[config.mk]
export PLATFORM = sky130hd
export DESIGN_NAME = bit_serializer
export DESIGN_NICKNAME = d
export VERILOG_FILES = /design/src/rtl/bit_serializer.sv
export SDC_FILE = /design/constraint.sdc
export NUM_CORES = 1
export LEC_CHECK = 0
export CAP_MARGIN = 5
export CELL_PAD_IN_SITES_DETAIL_PLACEMENT = 1
export CELL_PAD_IN_SITES_GLOBAL_PLACEMENT = 1
export CORE_MARGIN = 2
export CORE_UTILIZATION = 46
export CTS_CLUSTER_SIZE = 16
export DETAILED_ROUTE_END_ITERATION = 7
export DONT_BUFFER_PORTS = 1
export HOLD_SLACK_MARGIN = 0.15
export PLACE_DENSITY_LB_ADDON = 0.2
export SYNTH_ARGS = -nofsm -noshare
export SYNTH_HDL_FRONTEND = slang
export SYNTH_SLANG_ARGS = --single-unit
[constraint.sdc]
create_clock -name clock -period 2.4 [get_ports clock]
set_input_delay 0.48 -clock clock [delete_from_list [all_inputs] [get_ports clock]]
set_output_delay 0.48 -clock clock [all_outputs]
set_load 0.02 [all_outputs]
[src/rtl/bit_serializer.sv]
// Parallel-to-serial front end: shifts a WIDTH-bit word out MSB-first on x_out.
// Define BIT_SERIALIZER_PARITY_EN to append an even-parity bit after each word.
module bit_serializer #(
  parameter int unsigned WIDTH      = 8,
  parameter logic        IDLE_LEVEL = 1'b1
) (
  input  logic             clock,
  input  logic             reset,
  input  logic [WIDTH-1:0] data_in,
  input  logic             load_valid,
  output logic             load_ready,
  output logic             x_out,
  output logic             busy,
  output logic             done
);

  localparam int unsigned CNT_W = $clog2(WIDTH);
  localparam logic [CNT_W-1:0] CNT_LAST = CNT_W'(WIDTH - 1);

  typedef enum logic [1:0] {
    S_IDLE   = 2'd0,
    S_SHIFT  = 2'd1,
    S_PARITY = 2'd2
  } state_t;

  state_t           state_q, state_d;
  logic [WIDTH-1:0] shift_q, shift_d;
  logic [CNT_W-1:0] cnt_q, cnt_d;
  logic             x_q, x_d;
  logic             busy_q, busy_d;
  logic             done_q, done_d;
  logic             accept_c;
`ifdef BIT_SERIALIZER_PARITY_EN
  logic             par_q, par_d;
`endif

  // Ready in idle and in the last cycle of a word, allowing zero-gap reloads
  always_comb begin
    load_ready = 1'b0;
    case (state_q)
      S_IDLE:   load_ready = 1'b1;
`ifdef BIT_SERIALIZER_PARITY_EN
      S_PARITY: load_ready = 1'b1;
`else
      S_SHIFT:  load_ready = (cnt_q == '0);
`endif
      default:  load_ready = 1'b0;
    endcase
  end

  assign accept_c = load_valid && load_ready;

  always_comb begin
    state_d = state_q;
    shift_d = shift_q;
    cnt_d   = cnt_q;
`ifdef BIT_SERIALIZER_PARITY_EN
    par_d   = par_q;
`endif
    case (state_q)
      S_IDLE: state_d = S_IDLE;
      S_SHIFT: begin
        shift_d = shift_q << 1;
        if (cnt_q != '0) begin
          cnt_d = cnt_q - CNT_W'(1);
        end else begin
`ifdef BIT_SERIALIZER_PARITY_EN
          state_d = S_PARITY;
`else
          state_d = S_IDLE;
`endif
        end
      end
`ifdef BIT_SERIALIZER_PARITY_EN
      S_PARITY: state_d = S_IDLE;
`endif
      default: state_d = S_IDLE;
    endcase

    // An accepted load only happens in an exit cycle, so it overrides the exit
    if (accept_c) begin
      state_d = S_SHIFT;
      shift_d = data_in;
      cnt_d   = CNT_LAST;
`ifdef BIT_SERIALIZER_PARITY_EN
      par_d   = ^data_in;
`endif
    end

    x_d = IDLE_LEVEL;
    case (state_d)
      S_SHIFT:  x_d = shift_d[WIDTH-1];
`ifdef BIT_SERIALIZER_PARITY_EN
      S_PARITY: x_d = par_q;
`endif
      default:  x_d = IDLE_LEVEL;
    endcase
    busy_d = (state_d != S_IDLE);
`ifdef BIT_SERIALIZER_PARITY_EN
    done_d = (state_d == S_PARITY);
`else
    done_d = (state_d == S_SHIFT) && (cnt_d == '0);
`endif
  end

  always_ff @(posedge clock or posedge reset) begin
    if (reset) begin
      state_q <= S_IDLE;
      shift_q <= '0;
      cnt_q   <= '0;
      x_q     <= IDLE_LEVEL;
      busy_q  <= 1'b0;
      done_q  <= 1'b0;
`ifdef BIT_SERIALIZER_PARITY_EN
      par_q   <= 1'b0;
`endif
    end else begin
      state_q <= state_d;
      shift_q <= shift_d;
      cnt_q   <= cnt_d;
      x_q     <= x_d;
      busy_q  <= busy_d;
      done_q  <= done_d;
`ifdef BIT_SERIALIZER_PARITY_EN
      par_q   <= par_d;
`endif
    end
  end

  assign x_out = x_q;
  assign busy  = busy_q;
  assign done  = done_q;

endmodule

==> results of run 1 <==
-- worst max-delay path, cell delays in order, from the launching register on --
cell      delay [ps]
dfrtp_1          380
inv_1            120
ha_1             270
nand2b_4          90
a21oi_1          400
-- metal layers --
| layer | GRT usage [%] | vias to the layer above | wire [um] |
|---|---|---|---|
| met5 | 0 | - | 0 |
| met4 | 10.91 | 0 | 18 |
| met3 | 3.673 | 2 | 58 |
| met2 | 24.41 | 14 | 581 |
| met1 | 20.53 | 221 | 516 |
| li1 | - | 215 | - |
-- stage by stage --
stage               hold WS, ps  std cells  setup slack [ps]
global route              300.8         80             206.2
finish                    319.3         80             373.8
detailed placement        456.7         75             676.6
floorplan                 380.8         61             729.3
CTS                       311.6         80             350.1
global placement          449.3         75             731.3
-- cells in the final DEF (no fill, tap or decap), drive strengths merged --
cell type / synthesis / final
and2b: 1 / 1
clkbuf: 0 / 4
o21ai: 3 / 3
dfstp: 1 / 1
nor2b: 1 / 1
ha: 2 / 2
dfrtp: 14 / 14
or3: 1 / 1
o211a: 1 / 1
a211oi: 1 / 1
conb: 1 / 1
o2111a: 1 / 1
nand2b: 2 / 2
o211ai: 1 / 1
o22a: 1 / 1
a21oi: 3 / 3
dlygate4sd3: 0 / 1
mux2: 12 / 12
inv: 5 / 5
nand2: 5 / 5
mux2i: 1 / 1
nor3: 1 / 1
a211o: 1 / 1
-- power breakdown --
group          leakage (nW)  switching [mW]  internal (mW)
registers             0.175          0.0343          0.312
clock network        0.0150          0.0770         0.0644
logic                 0.197          0.0683         0.0945
total                 0.386           0.180          0.471
-- final cells by class --
type	instances	area, um2
fillers	168	734.5
flip-flops and latches	15	376.6
multi-input cells	39	337.8
clock buffers	4	26.28
well taps	16	20.02
inverters	5	18.77
repair buffers	1	10.01
-- path summary, 6_finish.rpt --
path	start	to	slack [ps]	depth (start not counted)
worst min register to register	shift_q[6]	x_out	500	1
max in group asynchronous	reset	x_out	1340	2
worst min-delay path	data_in[0]	shift_q[0]	320	2
min in group asynchronous	reset	shift_q[0]	690	2
worst max register to register	cnt_q[0]	shift_q[1]	680	5
worst max-delay path	cnt_q[0]	load_ready	370	4
-- state kept, by name, indices dropped and copies added (netlist names) --
| signal | cells |
|---|---|
| busy | 1 |
| cnt_q | 3 |
| done | 1 |
| shift_q | 7 |
| state_q | 2 |
| x_out | 1 |
-- cell families after synthesis --
logic type | count (synthesis) | synth area share, %
other cells | 1 | 0.5004
compound gates | 12 | 12.35
flops | 15 | 50.25
simple gates | 11 | 8.515
mux | 13 | 20.37
fa+ha+maj | 2 | 3.338
buf+inv | 7 | 4.674
==> results.toml, run 1 <==
[placement]
finalWeightedCongestion = 0.7841
place.detailed.hpwl_um = 827
io_buffers = 0
placed_area_um2 = 753.2

[route]
routedWlPerCell_um = 14.69
vias_per_cell = 5.650
drc_errors = 0
wl_mm = 1.175
drtAntennaViolNets = 0
num_vias = 452
drt_first_pass_iters = 4
dr.first_iter.drc_count = 2

[synth]
avgSynthCellArea_um2 = 12.29
synth_common_cells = "dfrtp_1 (14), mux2_2 (10), inv_1 (5), nand2_1 (5)"
syn-cell-area_um2 = 749.5
synth_cell_types = 25
yosysTopAreaCell = "dfrtp_1"
synth-edff-count = 0
synth.top_cell.area_share_pct = 46.74
yosysMostFrequentCell = "dfrtp_1"
synth_ff_type = "dfrtp_1"
yosysWarnings = 0
synthTopCellsByArea = "dfrtp_1 (47%), mux2_2 (15%), mux2_4 (4.0%), dfstp_2 (3.5%), ha_1 (3.3%)"
syn_nets = 74
synth_seq_area_share_pct = 50.25
syn_inst = 61
synth_async_sr_flop_share_pct = 100.0
ys_ff_latch = 15

[hold_path]
holdCritPathClass = "in -> reg"

[die]
core.rowCount = 14
pin_count = 15
die_area_um2 = 1968
die-height_um = 44.37
initial_core_util_pct = 49.18
placeableCoreArea_um2 = 1524
die_w_um = 44.37

[sta]
post-route-period-util_pct = 84.43
slew_viol_final = 0
final-setup-viol-count = 0
slew_headroom_pct = 62.96
fin_worst_skew_ps = 0.5217
period_needed_ps = 2026
fin_tns_setup_ps = 0
hold_viol = 0
fmax_mhz = 493.5
rsz0062_at_grt = "no"
worst_pin_slew_ps = 555.0

[job]
drv_cap = 0

[setup_path]
startpoint_type = "register"
worstPathArrival_ps = 1550
crit_required_ps = 1920
cp_max_fo = 4
worstSetupPathType = "reg -> out"
worst_setup_path_end_kind = "primary output"

[clock_tree]
cts_setup_buffers = 0
clock_latency_ps = 280
cts_tree = "done"
clkSlewWorstSetupHoldPaths_ps = 90
h-tree-depth = 1
cts.sinks = 15
clk_path_buf_depth = 2
cts_resized = 0
cts_buffers = 3
cts-root-buf = "clkbuf_4"
hold_buffers = 1

[final_layout]
drive_gt1_share_pct = 28.13
area_delta_synth_final_pct = 5.342
antenna_cells = 0
final_area_um2 = 789.5
nets = 78
final_util_pct = 51.81

[global_routing]
grt_util_all_layers_pct = 16.12
grt_pass1_wl_mm = 2.187
antenna_found_initial = 0
grt_max_degree = 16
grt-ovfl-total = 0
first_global_vias = 488

[power]
p_total_uw = 650.9
ir_drop_mv = 0.4944
power_density_nw_per_um2 = 824.4
p_leak_nw = 0.3864

[run_status]
status = "finished clean"
Power figures use the tool's default switching activity.
==> run 2, diff against run 1 <==
==> constraint.sdc (replaced) <==
create_clock -name clock -period 1.9 [get_ports clock]
set_input_delay 0.38 -clock clock [delete_from_list [all_inputs] [get_ports clock]]
set_output_delay 0.38 -clock clock [all_outputs]
set_load 0.02 [all_outputs]
==> run 2 against run 1 <==
Compared with the run above: largest power group unchanged; die area unchanged; utilization up 1.1 points; first-iteration DRC count unchanged; clock-buffer cell count unchanged; final cell count up 2.5%; largest cell class unchanged; highest routed layer unchanged; cell area up 2.2%; global-route usage up 1.3 points; power up 27%; sequential share of layout area down 1.0 points; combinational power up 31%; clock skew up 4.3 ps.
==> results.toml, run 2 (synthesis gave the netlist of run 1 again) <==
[sta]
final-setup-viol-count = 0
period_needed_ps = 1805
slew_headroom_pct = 61.19
post-route-period-util_pct = 94.98
holdWs_ps = 214.8
fin_worst_skew_ps = 4.781
worst_pin_slew_ps = 581.5
fin_tns_setup_ps = 0
hold_viol = 0
layout_setup_ws_ps = 95.35
slew_viol_final = 0
fmax_mhz = 554.1

[final_layout]
largest_reg_flops = 7
reg_top3 = "shift_q: 7 flops, cnt_q: 3 flops, state_q: 2 flops"
nets = 80
layoutNonFillerInstCount = 82
antenna_cells = 0
drive_gt1_share_pct = 31.82
largest_register = "shift_q"
final_common_cell = "dfrtp_1"
layout_common_cells = "dfrtp_1 (14), mux2_2 (10), inv_1 (5), nand2_1 (5)"
area_delta_synth_final_pct = 7.679

[global_routing]
grt_util_all_layers_pct = 17.44
grt-ovfl-total = 0
first_global_vias = 497
grt_max_degree = 16
antenna_found_initial = 0
grt_pass1_wl_mm = 2.283

[route]
drc_errors = 0
vias_per_cell = 5.598
routedWlPerCell_um = 15.71
dr.first_iter.drc_count = 2
drt_first_pass_iters = 2
num_vias = 459
drtAntennaViolNets = 0
wl_mm = 1.288

[setup_path]
worst_setup_path_end_kind = "primary output"
critPathTopFamily = "flip-flops"
r2r-start = "cnt_q[0]"
slowest_stage = "dfrtp_1"
cp_max_fo = 4
max_stage_delay_ps = 380
crit_buf_inv = 2
r2r_cells = 5
cp_num_cells = 5
worstSetupPathType = "reg -> out"
crit_required_ps = 1520
worstPathArrival_ps = 1420
startpoint_type = "register"
crit_path_start = "cnt_q[0]"
path_cells = "inv_1, ha_2, nand2b_4, a21oi_1, buf_4"
reg2reg_slack_ps = 200

[hold_path]
holdCritPathClass = "in -> reg"
hold_depth = 2
worstHoldStart = "data_in[0]"

[power]
p_leak_nw = 0.3945
p_comb_share_pct = 25.7
p_switching_uw = 227.3
p_sw_share_pct = 27.42
pwr-share-clk_pct = 21.4
p_int_uw = 601.6
power_density_nw_per_um2 = 1027
seq_power_share_pct = 52.9
ir_drop_mv = 0.5015

[die]
initial_core_util_pct = 49.18
placeableCoreArea_um2 = 1524
pin_count = 15
die-height_um = 44.37
core.rowCount = 14
die_area_um2 = 1968
die_w_um = 44.37

[clock_tree]
clkSlewWorstSetupHoldPaths_ps = 80
cts_buffers = 3
clk_path_buf_depth = 2
cts-root-buf = "clkbuf_4"
clock_latency_ps = 280
cts_tree = "done"
cts.sinks = 15
h-tree-depth = 1

[placement]
io_buffers = 0
place.detailed.hpwl_um = 913.9
finalWeightedCongestion = 0.7774
place_ws_ps = 160.7
place_inst = 77

[job]
drv_cap = 0

[run_status]
status = "finished clean"
## run 2: changes by cell type in the layout (fill, tap and decap cells not counted)
cell and change:
buf_4 +2, ha_1 -1, ha_2 +1
## run 2: metrics by stage
stage	power [mW]	area (um2)	util (%)
2_1_floorplan	0.6184	749.5	-
3_3_place_gp	0.6507	768.2	50.41
3_5_place_dp	0.6580	768.2	50.41
4_1_cts	0.8444	804.5	52.79
5_1_grt	0.8937	807.0	52.96
6_report	0.8289	807.0	52.96
## run 2: repair_timing
action / 4_1_cts / 5_1_grt
buffers inserted: 0 / 0
resized for setup: 0 / 1
endpoints found under the setup margin: 0 / 1
hold endpoints to repair: 14 / 0
hold buffers: 1 / 0
## run 2: worst register-to-register path: stages (launching register included)
cell and delay [ps]:
dfrtp_1 380, inv_1 130, ha_2 250, nand2b_4 80, a211o_4 430, mux2_4 320
## run 2: per-layer routing
layer | share of wire [%] | vias up | global-route usage [%]
met5 | 0 | - | 0
met4 | 2.6 | 0 | 14.55
met3 | 3.4 | 4 | 3.673
met2 | 52 | 10 | 26.18
met1 | 41 | 224 | 21.45
li1 | - | 221 | -
## run 2: path summary, 6_finish.rpt
| check | to |
|---|---|
| worst max-delay path | load_ready |
| worst min-delay path | shift_q[0] |
| worst max register to register | shift_q[2] |
| worst min register to register | x_out |
| max in group asynchronous | shift_q[5] |
| min in group asynchronous | shift_q[0] |
## run 2: layout make-up
type | count | area, um2
Inverter | 5 | 18.77
Clock buffer | 4 | 26.28
Timing Repair Buffer | 3 | 25.02
Fill cell | 163 | 716.9
Sequential cell | 15 | 376.6
Tap cell | 16 | 20.02
Multi-Input combinational cell | 39 | 340.3
## run 2: power groups by stage
stage,clock network (mW),logic (mW),registers [mW]
2_1_floorplan,0,0.184,0.435
3_3_place_gp,0,0.207,0.444
3_5_place_dp,0,0.212,0.446
4_1_cts,0.190,0.215,0.439
5_1_grt,0.203,0.241,0.450
6_report,0.178,0.213,0.439
==> run 3, diff against run 2 <==
--- a/config.mk
+++ b/config.mk
@@ -6,7 +6,7 @@
 export NUM_CORES = 1
 export LEC_CHECK = 0
 export CAP_MARGIN = 5
-export CELL_PAD_IN_SITES_DETAIL_PLACEMENT = 1
+export CELL_PAD_IN_SITES_DETAIL_PLACEMENT = 0
 export CELL_PAD_IN_SITES_GLOBAL_PLACEMENT = 1
 export CORE_MARGIN = 2
 export CORE_UTILIZATION = 46
==> run 3 against run 2 <==
Compared with the run above: cell area did not move; critical path depth did not move; sequential cell count did not move; via count fell by 1.5%; power fell by 0.38%; non-clock buffer count did not move; final cell count did not move; clock skew fell by 3.7 ps; clock-buffer cell count did not move.
==> results.toml, run 3 (synthesis gave the netlist of run 1 again) <==
[run_status]
status = "finished clean"

[setup_path]
crit_required_ps = 1520
startpoint_type = "register"
slowest_stage = "dfrtp_1"
cp_max_fo = 4
worst_setup_path_end_kind = "primary output"
worstPathArrival_ps = 1380
worstSetupPathType = "reg -> out"
path_cells = "inv_1, ha_2, nand2b_4, a21oi_1, buf_4"
max_stage_delay_ps = 380

[final_layout]
final_common_cell = "dfrtp_1"
drive_gt1_share_pct = 31.82
layout_common_cells = "dfrtp_1 (14), mux2_2 (10), inv_1 (5), nand2_1 (5)"
reg_top3 = "shift_q: 7 flops, cnt_q: 3 flops, state_q: 2 flops"
largest_reg_flops = 7
nets = 80
largest_register = "shift_q"
final_area_um2 = 807.0
area_delta_synth_final_pct = 7.679
antenna_cells = 0

[clock_tree]
cts_buffers = 3
clk_path_buf_depth = 2
cts_tree = "done"
clock_latency_ps = 280
clkSlewWorstSetupHoldPaths_ps = 80
cts-root-buf = "clkbuf_4"
h-tree-depth = 1
cts_setup_buffers = 0
cts.sinks = 15

[power]
p_leak_nw = 0.3945
pwr-share-clk_pct = 21.4
ir_drop_mv = 0.6018
p_sw_share_pct = 27.19
p_switching_uw = 224.5
p_int_uw = 601.2
p_comb_share_pct = 25.4
power_density_nw_per_um2 = 1023
seq_power_share_pct = 53.1

[sta]
period_needed_ps = 1758
post-route-period-util_pct = 92.52
worst_pin_slew_ps = 553.9
fin_worst_skew_ps = 1.080
hold_viol = 0
slew_viol_final = 0
fin_tns_setup_ps = 0
fmax_mhz = 568.9
rsz0062_at_grt = "no"
holdWs_ps = 218.9
slew_headroom_pct = 63.04
final-setup-viol-count = 0

[global_routing]
grt_util_all_layers_pct = 14.10
antenna_found_initial = 0
grt_pass1_wl_mm = 1.952
grt_max_degree = 16
grt-ovfl-total = 0
first_global_vias = 452

[placement]
place.detailed.hpwl_um = 787
io_buffers = 0
placed_area_um2 = 768.2
finalWeightedCongestion = 0.7774

[route]
drtAntennaViolNets = 0
drc_errors = 0
wl_mm = 1.123
num_vias = 452
routedWlPerCell_um = 13.70
dr.first_iter.drc_count = 2
drt_first_pass_iters = 2
vias_per_cell = 5.512

[die]
die-height_um = 44.37
pin_count = 15
die_area_um2 = 1968
core.rowCount = 14
initial_core_util_pct = 49.18
die_w_um = 44.37
placeableCoreArea_um2 = 1524

[hold_path]
holdCritPathClass = "in -> reg"

[job]
drv_cap = 0
## run 3: cell counts in the layout (fill, tap and decap cells not counted)
No cell type changed its count.
## run 3: through the flow
step | cells | setup slack (ps) | power (mW) | utilization, %
after global placement | 77 | 247.6 | 0.6507 | 50.41
after detailed placement | 77 | 228.6 | 0.6512 | 50.41
after global routing | 82 | 16.95 | 0.8831 | 52.96
after floorplan | 61 | 229.3 | 0.6184 | -
after CTS | 82 | 106.2 | 0.8340 | 52.79
final | 82 | 142.1 | 0.8257 | 52.96
## run 3: power groups by stage
stage / clock network, mW / registers [mW] / logic, mW
floorplan: 0 / 0.435 / 0.184
global placement: 0 / 0.444 / 0.207
detailed placement: 0 / 0.445 / 0.207
CTS: 0.184 / 0.439 / 0.210
global route: 0.197 / 0.450 / 0.236
finish: 0.177 / 0.439 / 0.210
## run 3: worst max-delay path, delay by kind of cell, from the launching register on
kind	cells	cell delay (ps)
DFF	1	380
buffers and inverters	2	260
adders and majority gates	1	240
AOI/OAI and AO/OA	1	140
and+or+nand+nor	1	70
## run 3: routing by layer
| layer | up-vias | share of wire, % | wire length [um] | global-route usage (%) |
|---|---|---|---|---|
| met5 | - | 0 | 0 | 0 |
| met4 | 0 | 1.1 | 12 | 7.273 |
| met3 | 2 | 4.8 | 54 | 3.673 |
| met2 | 11 | 50 | 563 | 21.76 |
| met1 | 217 | 44 | 493 | 18.33 |
| li1 | 222 | - | - | - |
## run 3: final timing paths
kind / startpoint / to / slack (ps) / depth (start not counted)
worst min register to register: shift_q[6] / x_out / 490 / 1
worst max register to register: cnt_q[0] / shift_q[1] / 250 / 5
worst min-delay path: data_in[0] / shift_q[0] / 220 / 2
min in group asynchronous: reset / shift_q[0] / 580 / 2
max in group asynchronous: reset / x_out / 950 / 2
worst max-delay path: cnt_q[0] / load_ready / 140 / 5
## run 3: final cells by class
class	count	area, um2
inverters	5	18.77
clock buffers	4	26.28
repair buffers	3	25.02
multi-input cells	39	340.3
well taps	16	20.02
flip-flops and latches	15	376.6
fillers	136	716.9
## run 3: timing repair
action | 4_1_cts | 5_1_grt
resized for setup | 0 | 1
hold buffers | 1 | 0
endpoints found under the setup margin | 0 | 1
hold endpoints to repair | 14 | 0
